`src/rtl/mem_arbiter_pkg.sv`:
```
// Shared state encodings and default widths for the memory arbiter.
package mem_arbiter_pkg;

    localparam int MEM_ADDR_SIZE = 32;
    localparam int MEM_WORD_SIZE = 8;

    typedef enum logic [1:0] {
        ARB_IDLE  = 2'd0,
        ARB_ISSUE = 2'd1,
        ARB_WAIT  = 2'd2,
        ARB_DONE  = 2'd3
    } arb_state_e;

endpackage

```
`src/rtl/mem_arbiter_rr_picker.sv`:
```
// Combinational round-robin picker: first requester after 'last', wrapping.
module mem_arbiter_rr_picker #(
    parameter int NREQ = 2,
    parameter int IW   = (NREQ > 1) ? $clog2(NREQ) : 1
) (
    input  logic [NREQ-1:0] req,
    input  logic [IW-1:0]   last,
    output logic [IW-1:0]   winner,
    output logic            valid
);

    logic [2*NREQ-1:0] dbl;
    logic [NREQ-1:0]   rot;
    int unsigned       base;
    int unsigned       pos;

    always_comb begin
        base  = 32'(last) + 32'd1;
        dbl   = {req, req} >> base;
        rot   = dbl[NREQ-1:0];
        pos   = 0;
        valid = 1'b0;
        // Scan downwards so the lowest rotated index wins.
        for (int i = NREQ - 1; i >= 0; i--) begin
            if (rot[i]) begin
                pos   = i;
                valid = 1'b1;
            end
        end
        winner = IW'((base + pos) % NREQ);
    end

endmodule

```
`src/rtl/mem_arbiter.sv`:
```
// Round-robin arbiter sharing one single-port memory among NREQ masters.
module mem_arbiter
    import mem_arbiter_pkg::*;
#(
    parameter int NREQ          = 2,
    parameter int ADDR_W        = MEM_ADDR_SIZE,
    parameter int DATA_W        = MEM_WORD_SIZE,
    parameter int ISSUE_TIMEOUT = 16
) (
    input  logic                     clk,
    input  logic                     reset,
    input  logic [NREQ-1:0]          reqIn,
    input  logic [NREQ-1:0]          reqWr,
    input  logic [NREQ*ADDR_W-1:0]   reqAddr,
    input  logic [NREQ*DATA_W-1:0]   reqWData,
    output logic [NREQ-1:0]          grant,
    output logic [NREQ-1:0]          done,
    output logic [NREQ-1:0]          err,
    output logic [DATA_W-1:0]        rData,
    output logic                     memReq,
    output logic                     memWr,
    output logic [ADDR_W-1:0]        memAddr,
    output logic [DATA_W-1:0]        memDataIn,
    input  logic                     memBusy,
    input  logic [DATA_W-1:0]        memDataOut
);

    localparam int IW = (NREQ > 1) ? $clog2(NREQ) : 1;
    localparam int TW = (ISSUE_TIMEOUT > 2) ? $clog2(ISSUE_TIMEOUT) : 1;
    localparam logic [TW-1:0] T_LAST =
        TW'((ISSUE_TIMEOUT > 0) ? ISSUE_TIMEOUT - 1 : 0);
    localparam logic [IW-1:0] LAST_RST = IW'(NREQ - 1);

    arb_state_e        state_q, state_d;
    logic [NREQ-1:0]   grant_q, grant_d;
    logic [NREQ-1:0]   done_q, done_d;
    logic [NREQ-1:0]   err_q, err_d;
    logic [IW-1:0]     last_q, last_d;
    logic [IW-1:0]     winner_q, winner_d;
    logic [TW-1:0]     timer_q, timer_d;
    logic [DATA_W-1:0] rdata_q, rdata_d;
    logic [DATA_W-1:0] wdata_q, wdata_d;
    logic [ADDR_W-1:0] addr_q, addr_d;
    logic              req_q, req_d;
    logic              wr_q, wr_d;

    logic [IW-1:0]     pick;
    logic              pick_vld;
    logic              sel_wr;
    logic [ADDR_W-1:0] sel_addr;
    logic [DATA_W-1:0] sel_wdata;

    mem_arbiter_rr_picker #(
        .NREQ (NREQ),
        .IW   (IW)
    ) u_picker (
        .req    (reqIn),
        .last   (last_q),
        .winner (pick),
        .valid  (pick_vld)
    );

    always_comb begin
        sel_wr    = 1'b0;
        sel_addr  = '0;
        sel_wdata = '0;
        for (int i = 0; i < NREQ; i++) begin
            if (pick == IW'(i)) begin
                sel_wr    = reqWr[i];
                sel_addr  = reqAddr[i*ADDR_W +: ADDR_W];
                sel_wdata = reqWData[i*DATA_W +: DATA_W];
            end
        end
    end

    always_comb begin
        state_d  = state_q;
        grant_d  = grant_q;
        done_d   = '0;
        err_d    = '0;
        last_d   = last_q;
        winner_d = winner_q;
        timer_d  = timer_q;
        rdata_d  = rdata_q;
        wdata_d  = wdata_q;
        addr_d   = addr_q;
        req_d    = req_q;
        wr_d     = wr_q;
        unique case (state_q)
            ARB_IDLE: begin
                if (pick_vld) begin
                    wr_d     = sel_wr;
                    addr_d   = sel_addr;
                    wdata_d  = sel_wdata;
                    grant_d  = NREQ'(1) << pick;
                    winner_d = pick;
                    req_d    = 1'b1;
                    timer_d  = '0;
                    state_d  = ARB_ISSUE;
                end else begin
                    req_d = 1'b0;
                end
            end
            ARB_ISSUE: begin
                if (memBusy) begin
                    req_d   = 1'b0;
                    state_d = ARB_WAIT;
                end else begin
                    timer_d = timer_q + 1'b1;
                    if ((ISSUE_TIMEOUT != 0) && (timer_q == T_LAST)) begin
                        req_d   = 1'b0;
                        err_d   = grant_q;
                        state_d = ARB_DONE;
                    end
                end
            end
            ARB_WAIT: begin
                if (!memBusy) begin
                    if (!wr_q) begin
                        rdata_d = memDataOut;
                    end
                    done_d  = grant_q;
                    state_d = ARB_DONE;
                end
            end
            ARB_DONE: begin
                // Gap cycle lets the memory return to idle before the next req.
                grant_d = '0;
                last_d  = winner_q;
                state_d = ARB_IDLE;
            end
            default: state_d = ARB_IDLE;
        endcase
    end

    always_ff @(posedge clk or posedge reset) begin
        if (reset) begin
            state_q  <= ARB_IDLE;
            grant_q  <= '0;
            done_q   <= '0;
            err_q    <= '0;
            last_q   <= LAST_RST;
            winner_q <= '0;
            timer_q  <= '0;
            rdata_q  <= '0;
            wdata_q  <= '0;
            addr_q   <= '0;
            req_q    <= 1'b0;
            wr_q     <= 1'b0;
        end else begin
            state_q  <= state_d;
            grant_q  <= grant_d;
            done_q   <= done_d;
            err_q    <= err_d;
            last_q   <= last_d;
            winner_q <= winner_d;
            timer_q  <= timer_d;
            rdata_q  <= rdata_d;
            wdata_q  <= wdata_d;
            addr_q   <= addr_d;
            req_q    <= req_d;
            wr_q     <= wr_d;
        end
    end

    assign grant     = grant_q;
    assign done      = done_q;
    assign err       = err_q;
    assign rData     = rdata_q;
    assign memReq    = req_q;
    assign memWr     = wr_q;
    assign memAddr   = addr_q;
    assign memDataIn = wdata_q;

endmodule

```
`config.mk`:
```
export PLATFORM = sky130hd
export DESIGN_NAME = mem_arbiter
export DESIGN_NICKNAME = d
export VERILOG_FILES = /design/src/rtl/mem_arbiter_pkg.sv /design/src/rtl/mem_arbiter_rr_picker.sv /design/src/rtl/mem_arbiter.sv
export SDC_FILE = /design/constraint.sdc
export NUM_CORES = 1
export LEC_CHECK = 0
export ABC_AREA = 1
export BUFFER_PORTS_ARGS = -buffer_cell sky130_fd_sc_hd__buf_2
export CAP_MARGIN = 20
export CORE_MARGIN = 3
export CORE_UTILIZATION = 47
export CTS_CLUSTER_DIAMETER = 50
export DETAILED_ROUTE_END_ITERATION = 8
export PLACE_DENSITY = 0.89
export SLEW_MARGIN = 10
export SYNTH_ARGS = -nofsm -noshare
export SYNTH_HDL_FRONTEND = slang
export SYNTH_SLANG_ARGS = --single-unit
export TNS_END_PERCENT = 100
```
`constraint.sdc`:
```
create_clock -name clk -period 2.5 [get_ports clk]
set_input_delay 0.375 -clock clk [delete_from_list [all_inputs] [get_ports clk]]
set_output_delay 0.375 -clock clk [all_outputs]
set_load 0.03 [all_outputs]
```
==> results_dict.tcl <==
set metrics [dict create \
    status "completed" \
    syn2layout_area_growth_pct 30.0 \
    synthSimpleGateAreaFrac_pct 38.4 \
    htreeDepth 3 \
    fin_crit_ps 1980 \
    fin_nets 678 \
    dieArea_um2 7960 \
    finalClockSkew_ps 5.63 \
    final_cell_area_um2 4230 \
    dp_slack_ps 549 \
    clk_pin_slew_ps 70 \
    placedCellCount 643 \
    max_freq_mhz 505 \
    p_int_mw 2.81 \
    core_um2 6530 \
    vdd_drop_max_mv 0.840 \
    end_kind "register" \
    slowest_delay_ps 580 \
    wl_met2_um 4510 \
    critical_path_buf_inv_count 2 \
    grt_antenna_before_repair 0 \
    diodes 0 \
    syn_area_um2 3250 \
    required_ps 2720 \
    worst-setup-path-type "register to register" \
    hold_path_class "input pin to async pin" \
    portBuffers 150 \
    critPathArrivalTime_ps 2200 \
    routed_wl_um 8850 \
    hold_viol 0 \
    ant_nets 0 \
    multi_input_area_um2 1460 \
    synth_compound_area_share_pct 1.04 \
    cp_common_cell "nand2_1" \
    setup_viol 0 \
    wl_per_cell_um 13.4 \
    synth.mux.area_fraction_pct 2.77 \
    globalplace.congestion 0.855 \
    cp_slowest_cell "dfstp_2" \
    nFillCells 567 \
    cts_num_sinks 64 \
    synth_nets 531 \
    layout_common_cells "nand2_1, buf_2, dfrtp_1" \
    worstPathCellList "inv_2 -> nand2_2 -> nand2_1 -> buf_4 -> nand2_1 -> nand2_1 -> nand2_1 -> nand2_1" \
    maxSlewViolCount 0 \
    clk_path_buf_depth 2 \
    synth.avg_cell_area_um2 7.57 \
    period_share_pct 79.2 \
    power_density_nw_per_um2 1290 \
    p_sw_mw 2.65 \
    synth_top_family_by_area "simple AND/OR/NAND/NOR gates" \
    yosysWarnings 0 \
    viasPerCell 4.98 \
    start_util_pct 49.8 \
    cts_buffers 9 \
    die_h_um 89.2 \
    drive_above_1_share_pct 32.3 \
    seqCellArea_um2 1600 \
    grt_pass1_wl_um 13900 \
    routed.top_layer "met4" \
    drc 0 \
    vias 3284 \
    ios 151 \
    fp.dieW_um 89.2 \
    grt_pass1_vias 3204 \
    clkLatencyLatePin_ps 330 \
    synth_xor_xnor_area_share_pct 0.269 \
    rows 29 \
    worst_slew_pin_slew_ps 595 \
    path_delay_family "simple AND/OR/NAND/NOR gates" \
    hold_buffers 0 \
    grt-ovfl-total 0 \
    cts.repair.resized 0 \
    first_pass_iters 4 \
    leakage_nw 2.57 \
    combPwrFrac_pct 51.0 \
    seq_power_share_pct 32.8 \
    synth_cell_types 21 \
    grt_start_max_net_pins 43 \
    cts-root-buf "clkbuf_8" \
    cts_tree "yes" \
    fin_cells 659 \
    cap_violations 0 \
    p_clk_share_pct 16.2 \
    setup_slack_ps 520 \
    final_common_cell "nand2_1" \
    rsz0062_at_grt "no" \
    drt_iter0_drc 205 \
    cp-start-kind "register" \
    postCtsSetupRepairBufs 0 \
    wl_met3_um 613 \
    yosys.area_share.adder_pct 2.31 \
    place_hpwl_um 6510 \
    placed_area_um2 4030 \
    track_usage_pct 22.6 \
    drt-met1-wl_um 3600 \
    switching_share_pct 48.5 \
    seq_area_frac_synth_pct 49.3 \
    netlist_instances 430 \
    ys_seq_elements 64 \
    slew_headroom_pct 60.3 \
    crit_fanout 17 \
    fin_tns_setup_ps 0 \
]
[power groups by stage]
stage          combinational (mW)  sequential, mW  clock (mW)
6_report                     2.78            1.79       0.883
3_3_place_gp                 2.69            1.78           0
4_1_cts                      2.81            1.79       0.906
3_5_place_dp                 2.80            1.79           0
5_1_grt                      3.08            1.85       0.970
2_1_floorplan                1.29            2.53           0
[cells in the mapped netlist]
cell type / count / share of area (%)
nand3_1: 51 / 7.8
clkinv_4: 1 / 0.27
nand3b_1: 2 / 0.46
nand2_2: 3 / 0.58
xnor2_1: 1 / 0.27
nand2_4: 1 / 0.35
ha_1: 6 / 2.3
inv_1: 14 / 1.6
inv_2: 2 / 0.23
dfrtp_1: 63 / 48
mux2_2: 8 / 2.8
o2111ai_1: 1 / 0.27
nor3_1: 2 / 0.31
nand4_1: 2 / 0.38
nand2_1: 239 / 28
dfstp_2: 1 / 0.81
buf_6: 4 / 1.4
nor2_1: 8 / 0.92
o21ai_0: 4 / 0.62
a21oi_1: 1 / 0.15
buf_2: 16 / 2.5
[path summary, 6_finish.rpt]
kind	start	end	slack, ps	depth (start not counted)
setup / recovery	last_q$_DFFE_PP1P_	memAddr[27]$_DFFE_PP0P_	520	8
hold / removal	reset	rData[0]$_DFFE_PP0P_	100	2
setup reg to reg	last_q$_DFFE_PP1P_	memAddr[27]$_DFFE_PP0P_	520	8
hold reg to reg	memAddr[15]$_DFFE_PP0P_	memAddr[15]$_DFFE_PP0P_	480	2
max in group asynchronous	reset	last_q$_DFFE_PP1P_	1720	3
min in group clk	memDataOut[3]	rData[3]$_DFFE_PP0P_	270	2
[flip-flops by register name, summed over array words and instances (netlist names)]
signal / flops
grant: 2
memDataIn: 8
winner_q: 1
timer_q: 4
state_q: 2
rData: 8
memWr: 1
err: 2
last_q: 1
done: 2
memAddr: 32
memReq: 1
[worst register-to-register path, delay by kind of cell (launching register included)]
family	cells	cell delay, ps
buf+inv	2	400
simple gates	6	900
flops	1	580
[metrics by stage]
stage | power (mW) | util [%] | hold WS [ps]
2_1_floorplan | 3.83 | - | 453
3_3_place_gp | 4.47 | 61.8 | 458
3_5_place_dp | 4.59 | 61.8 | 465
4_1_cts | 5.50 | 64.8 | 113
5_1_grt | 5.90 | 64.8 | 144
6_report | 5.45 | 64.8 | 104
[area by class of cell]
class	instances	share of cell area [%]
Multi-Input combinational cell	329	34.4
Timing Repair Buffer	156	19.1
Sequential cell	64	37.9
Clock inverter	5	1.33
Clock buffer	11	3.34
Tap cell	77	2.28
Inverter	17	1.63
[metal layers]
layer | up-vias | track usage (%)
li1 | 1634 | -
met1 | 1521 | 27.0
met2 | 112 | 38.6
met3 | 17 | 5.62
met4 | 0 | 9.74
met5 | - | 0
[kinds of logic after synthesis]
kind of cell,count (synthesis)
AO/OA/AOI/OAI,6
buffers and inverters,37
AND/OR/NAND/NOR,308
adder cells (fa/ha/maj),6
XOR/XNOR,1
flip-flops,64
multiplexers,8
Note: power is estimated with default switching activity, not from simulation.
